**src/rtl/uart_pkg.sv**
```systemverilog
// Shared UART definitions: transmitter state encoding, line idle level and
// default bit timing shared by the transmitter and the future receiver.
package uart_pkg;

    // Transmitter frame sequencing states
    typedef enum logic [2:0] {
        IDLE,
        POP,
        LOAD,
        START,
        DATA,
        STOP
    } uart_tx_state_t;

    // A UART line rests at logic high between frames
    localparam logic UART_IDLE_LEVEL = 1'b1;

    // 100 MHz system clock at 115200 baud
    localparam int unsigned UART_CLKS_PER_BIT = 868;

    // Wide enough for any bit period up to 65535 clocks
    localparam int unsigned UART_CNT_WIDTH = 16;

    // Width of an index that walks 0..n-1; never narrower than one bit
    function automatic int unsigned uart_idx_width(input int unsigned n);
        return (n > 1) ? $clog2(n) : 1;
    endfunction

endpackage

```
**src/rtl/uart_baud_cnt.sv**
```systemverilog
// Bit-period counter: counts 0..CLKS_PER_BIT-1 and wraps. The tick output
// marks the last clock of a bit period; pre_tick marks the clock before it
// so that registered outputs can be aligned with that last clock.
module uart_baud_cnt
    import uart_pkg::*;
#(
    parameter int unsigned CLKS_PER_BIT = UART_CLKS_PER_BIT,
    parameter int unsigned CNT_WIDTH    = UART_CNT_WIDTH
) (
    input  logic clk,
    input  logic rst,
    input  logic clear,
    output logic tick,
    output logic pre_tick
);

    localparam logic [CNT_WIDTH-1:0] LAST_COUNT = CNT_WIDTH'(CLKS_PER_BIT - 1);
    localparam logic [CNT_WIDTH-1:0] PRE_COUNT  = CNT_WIDTH'(CLKS_PER_BIT - 2);

    logic [CNT_WIDTH-1:0] count;

    assign tick     = (count == LAST_COUNT);
    assign pre_tick = (count == PRE_COUNT);

    // Free-running period counter; clear pins it at zero so the first
    // period after clear is always a full CLKS_PER_BIT clocks long
    always_ff @(posedge clk) begin
        if (!rst) begin
            count <= '0;
        end else if (clear || tick) begin
            count <= '0;
        end else begin
            count <= count + 1'b1;
        end
    end

endmodule

```
**src/rtl/uart_tx.sv**
```systemverilog
// UART 8N1 transmitter fed from the TX FIFO read port. Pops one word per
// frame, sends start bit, DATA_WIDTH data bits LSB first and a stop bit,
// and drains the FIFO back to back with a two-clock gap (POP, LOAD).
module uart_tx
    import uart_pkg::*;
#(
    parameter int unsigned DATA_WIDTH   = 8,
    parameter int unsigned CLKS_PER_BIT = UART_CLKS_PER_BIT,
    parameter int unsigned CNT_WIDTH    = UART_CNT_WIDTH
) (
    input  logic                  clk,
    input  logic                  rst,
    input  logic [DATA_WIDTH-1:0] fifo_data,
    input  logic                  fifo_empty,
    output logic                  fifo_read_en,
    output logic                  tx,
    output logic                  busy,
    output logic                  frame_done
);

    localparam int unsigned         IDX_W    = uart_idx_width(DATA_WIDTH);
    localparam logic [IDX_W-1:0]    LAST_IDX = IDX_W'(DATA_WIDTH - 1);

    uart_tx_state_t        state;
    logic [DATA_WIDTH-1:0] shift;
    logic [DATA_WIDTH-1:0] shift_next;
    logic [IDX_W-1:0]      bit_idx;
    logic                  cnt_clear;
    logic                  tick;
    logic                  pre_tick;

    // The counter only times START/DATA/STOP; holding it cleared through
    // IDLE, POP and LOAD means START always begins with a full bit period.
    // Bit boundaries inside a frame reuse the counter's own wrap.
    assign cnt_clear  = (state == IDLE) || (state == POP) || (state == LOAD);
    assign shift_next = shift >> 1;

    uart_baud_cnt #(
        .CLKS_PER_BIT (CLKS_PER_BIT),
        .CNT_WIDTH    (CNT_WIDTH)
    ) u_baud_cnt (
        .clk      (clk),
        .rst      (rst),
        .clear    (cnt_clear),
        .tick     (tick),
        .pre_tick (pre_tick)
    );

    // Frame sequencer; every output is a register updated on the same edge
    // as the state it belongs to, so tx changes exactly on state entry
    always_ff @(posedge clk) begin
        if (!rst) begin
            state        <= IDLE;
            tx           <= UART_IDLE_LEVEL;
            busy         <= 1'b0;
            fifo_read_en <= 1'b0;
            frame_done   <= 1'b0;
            shift        <= '0;
            bit_idx      <= '0;
        end else begin
            // Both strobes are single-cycle unless a state re-asserts them
            fifo_read_en <= 1'b0;
            frame_done   <= 1'b0;

            case (state)
                IDLE: begin
                    tx <= UART_IDLE_LEVEL;
                    if (!fifo_empty) begin
                        state        <= POP;
                        fifo_read_en <= 1'b1;
                        busy         <= 1'b1;
                    end
                end

                // The pop strobe is visible during this cycle; the FIFO
                // presents the word during LOAD
                POP: begin
                    state <= LOAD;
                end

                LOAD: begin
                    shift   <= fifo_data;
                    bit_idx <= '0;
                    tx      <= 1'b0;
                    state   <= START;
                end

                START: begin
                    if (tick) begin
                        tx    <= shift[0];
                        state <= DATA;
                    end
                end

                DATA: begin
                    if (tick) begin
                        if (bit_idx == LAST_IDX) begin
                            tx    <= UART_IDLE_LEVEL;
                            state <= STOP;
                        end else begin
                            shift   <= shift_next;
                            tx      <= shift_next[0];
                            bit_idx <= bit_idx + 1'b1;
                        end
                    end
                end

                STOP: begin
                    // Raised one clock early so the registered pulse lands
                    // on the final clock of the stop bit
                    if (pre_tick) begin
                        frame_done <= 1'b1;
                    end
                    // FIFO state is sampled at the stop exit, so a word
                    // written during the stop bit is picked up immediately
                    if (tick) begin
                        if (!fifo_empty) begin
                            state        <= POP;
                            fifo_read_en <= 1'b1;
                        end else begin
                            state <= IDLE;
                            busy  <= 1'b0;
                        end
                    end
                end

                default: begin
                    state <= IDLE;
                    tx    <= UART_IDLE_LEVEL;
                    busy  <= 1'b0;
                end
            endcase
        end
    end

endmodule

```
**config.mk**
```make
export PLATFORM = sky130hd
export DESIGN_NAME = uart_tx
export DESIGN_NICKNAME = d
export VERILOG_FILES = /design/src/rtl/uart_pkg.sv /design/src/rtl/uart_baud_cnt.sv /design/src/rtl/uart_tx.sv
export SDC_FILE = /design/constraint.sdc
export NUM_CORES = 1
export LEC_CHECK = 0
export ABC_AREA = 1
export CORE_MARGIN = 3
export CORE_UTILIZATION = 50
export CTS_CLUSTER_DIAMETER = 60
export CTS_CLUSTER_SIZE = 25
export DETAILED_ROUTE_END_ITERATION = 16
export PLACE_DENSITY = 0.74
export SLEW_MARGIN = 20
export SYNTH_ARGS = -nofsm -noshare
export SYNTH_HDL_FRONTEND = slang
export SYNTH_SLANG_ARGS = --single-unit
```
**constraint.sdc**
```tcl
create_clock -name clk -period 3.35 [get_ports clk]
set_input_delay 0.67 -clock clk [delete_from_list [all_inputs] [get_ports clk]]
set_output_delay 0.67 -clock clk [all_outputs]
set_load 0.02 [all_outputs]
```
==> results.toml <==
[power_and_ir_drop]
switchingPower_uw = 545
vdd_ir_drop_max_v = 0.000438
combPwrFrac_pct = 40.1
clkPwrFrac_pct = 20.1
cellPowerDensity_nw_per_um2 = 722
power_mw = 1.38
switching_share_pct = 39.5
power.leakage_nw = 0.783
power.internal_uw = 834
p_seq_share_pct = 39.8

[routing]
wl_met3_um = 167
vias_per_cell = 4.84
wl_um = 3020
dr.pass1.iters = 4
top_layer_used = "met4"
drc_errors = 0
vias = 1456
first_iter_violations = 110
avgRoutedWirePerCell_um = 10.0
wl_met1_um = 1490
ant_nets = 0
wl_met2_um = 1320

[clock_network]
cts-root-buf = "clkbuf_4"
numCtsBuffers = 5
postCtsHoldBufs = 0
cts.repair.resized = 0
post-cts-setup-buffer-count = 0
htreeDepth = 2
clk_pin_slew_ps = 100
clock_tree.buffer_depth = 2
clock_latency_ps = 320
cts.sinks = 34
cts_tree = "done"

[logic_synthesis]
synth-xor-area-share_pct = 1.06
synth_edf_count = 0
synthAdderAreaFrac_pct = 3.02
synth.distinct_cells = 29
netlist_instances = 238
synth_top_family_by_area = "simple AND/OR/NAND/NOR gates"
async_flop_share_pct = 0
synth_area_um2 = 1660
yosys.area_share.simple_pct = 31.6
ys.flop_type = "dfxtp_1"
yosys_warnings = 0
ys_seq_area_share_pct = 41.1
ys_ff_latch = 34
syn_area_per_cell_um2 = 6.96
synth_compound_area_share_pct = 14.5
syn_nets = 253
synth.area.mux_share_pct = 0

[job]
max-cap-violations = 0

[placed_design]
hpwl_um = 2200
gp_congestion = 0.826
placed_cells = 293
port_buffers = 14
dp_slack_ps = 1180

[final_layout]
num_antenna_cells = 0
syn2layout_area_growth_pct = 15.3
nets = 271
final_common_cell = "nand2_1"
mostFrequentLayoutCells = "nand2_1, nor2_1, dfxtp_1"
final_util_pct = 61.6
n_fill_cell = 314
drive_gt1_share_pct = 8.56
instances_no_fill = 301

[setup_path]
crit_chain = "clkdlybuf4s50_1"
cp_slowest_cell = "clkdlybuf4s50_1"
critPathMaxFanout = 2
r2r_slack_ps = 1750
critPathLaunchType = "flop"
cp.arrival_ps = 1280
worstPathRequired_ps = 2680
cp-end-kind = "output port"
cp_top_family = "buffers and inverters"
crit_type = "reg -> out"
path_buf_inv = 1
crit_path_max_incr_delay_ps = 600

[global_routing]
grt_pass1_wl_um = 5440
grt-ovfl-total = 0
track_usage_pct = 17.0
grt_max_degree = 19
grt_antenna_before_repair = 0
grt_pass1_vias = 1268

[floorplan]
rows = 20
die_y_um = 63.6
die_area_um2 = 4040
die_w_um = 63.6
core_um2 = 3100
initial_core_util_pct = 53.4
ioPinCount = 15

[timing]
finalMaxSlewViolations = 0
finalSetupViolations = 0
finalHoldViolations = 0
slew_headroom_pct = 68.2
fin_skew_ps = 3.49
timing.final.ws_setup_ps = 1400
setup_tns_ps = 0
timing.final.crit_share_pct = 58.1
rsz0062_at_grt = "false"
fmax_mhz = 514
tightestPinTransition_ps = 476
period_needed_ps = 1950

[status]
outcome = "finished, final reports clean"

[min_path]
hp-class = "reg -> reg"
## synthesized netlist by cell type, types with 2 or more instances
library cell	number	area, um^2
nor2_2	2	12.5
nor2_1	42	158
inv_1	30	113
nand2_1	43	161
dfxtp_1	34	681
nand3_1	9	45.0
ha_1	4	50.1
nor3b_1	2	15.0
nand2_2	5	31.3
o21ai_1	2	10.0
inv_2	3	11.3
nor3_1	6	30.0
nand4_1	2	12.5
o21ai_0	19	95.1
a21oi_1	21	105
## worst min-delay path, stage by stage (launching register included)
cell and delay, ps:
dfxtp_1 310, inv_1 50, a21oi_1 50
## power groups by stage
stage	clock network [mW]	registers (mW)	logic, mW
global route	0.309	0.557	0.639
detailed placement	0	0.557	0.551
global placement	0	0.555	0.551
finish	0.277	0.548	0.553
floorplan	0	0.559	0.447
CTS	0.285	0.548	0.555
## metrics by stage
step | hold slack (ps) | cell area (um^2)
after floorplan | 425 | 1660
after global placement | 437 | 1830
after detailed placement | 445 | 1830
after CTS | 460 | 1910
after global routing | 489 | 1910
final | 455 | 1910
## kinds of logic after synthesis
logic type | Yosys count
buffers and inverters | 36
flip-flops | 34
AO/OA/AOI/OAI | 46
adder cells (fa/ha/maj) | 4
AND/OR/NAND/NOR | 116
XOR/XNOR | 2
## flip-flops by register name, indices dropped and copies added (netlist names)
register,count
busy,1
shift,8
state,3
tx,1
bit_idx,3
u_baud_cnt.count,16
frame_done,1
fifo_read_en,1
## final timing paths
path | start | end | cells after the start
max | busy | busy | 1
max reg2reg | state[0] | bit_idx[2] | 8
min | shift[2] | shift[2] | 2
min reg2reg | shift[2] | shift[2] | 2
## final cells by class
cell class | count | area [um^2] | share of cell area (%)
clock buffers | 8 | 78.8 | 4.13
inverters | 33 | 124 | 6.48
multi-input cells | 168 | 832 | 43.5
flip-flops and latches | 34 | 681 | 35.6
well taps | 44 | 55.1 | 2.88
repair buffers | 14 | 140 | 7.33
## per-layer routing
layer / track usage, % / vias to the layer above
met1: 22.4 / 616
met3: 4.99 / 5
met4: 7.28 / 0
li1: - / 799
met2: 25.8 / 36
met5: 0 / -
(Power assumes the default switching activity.)
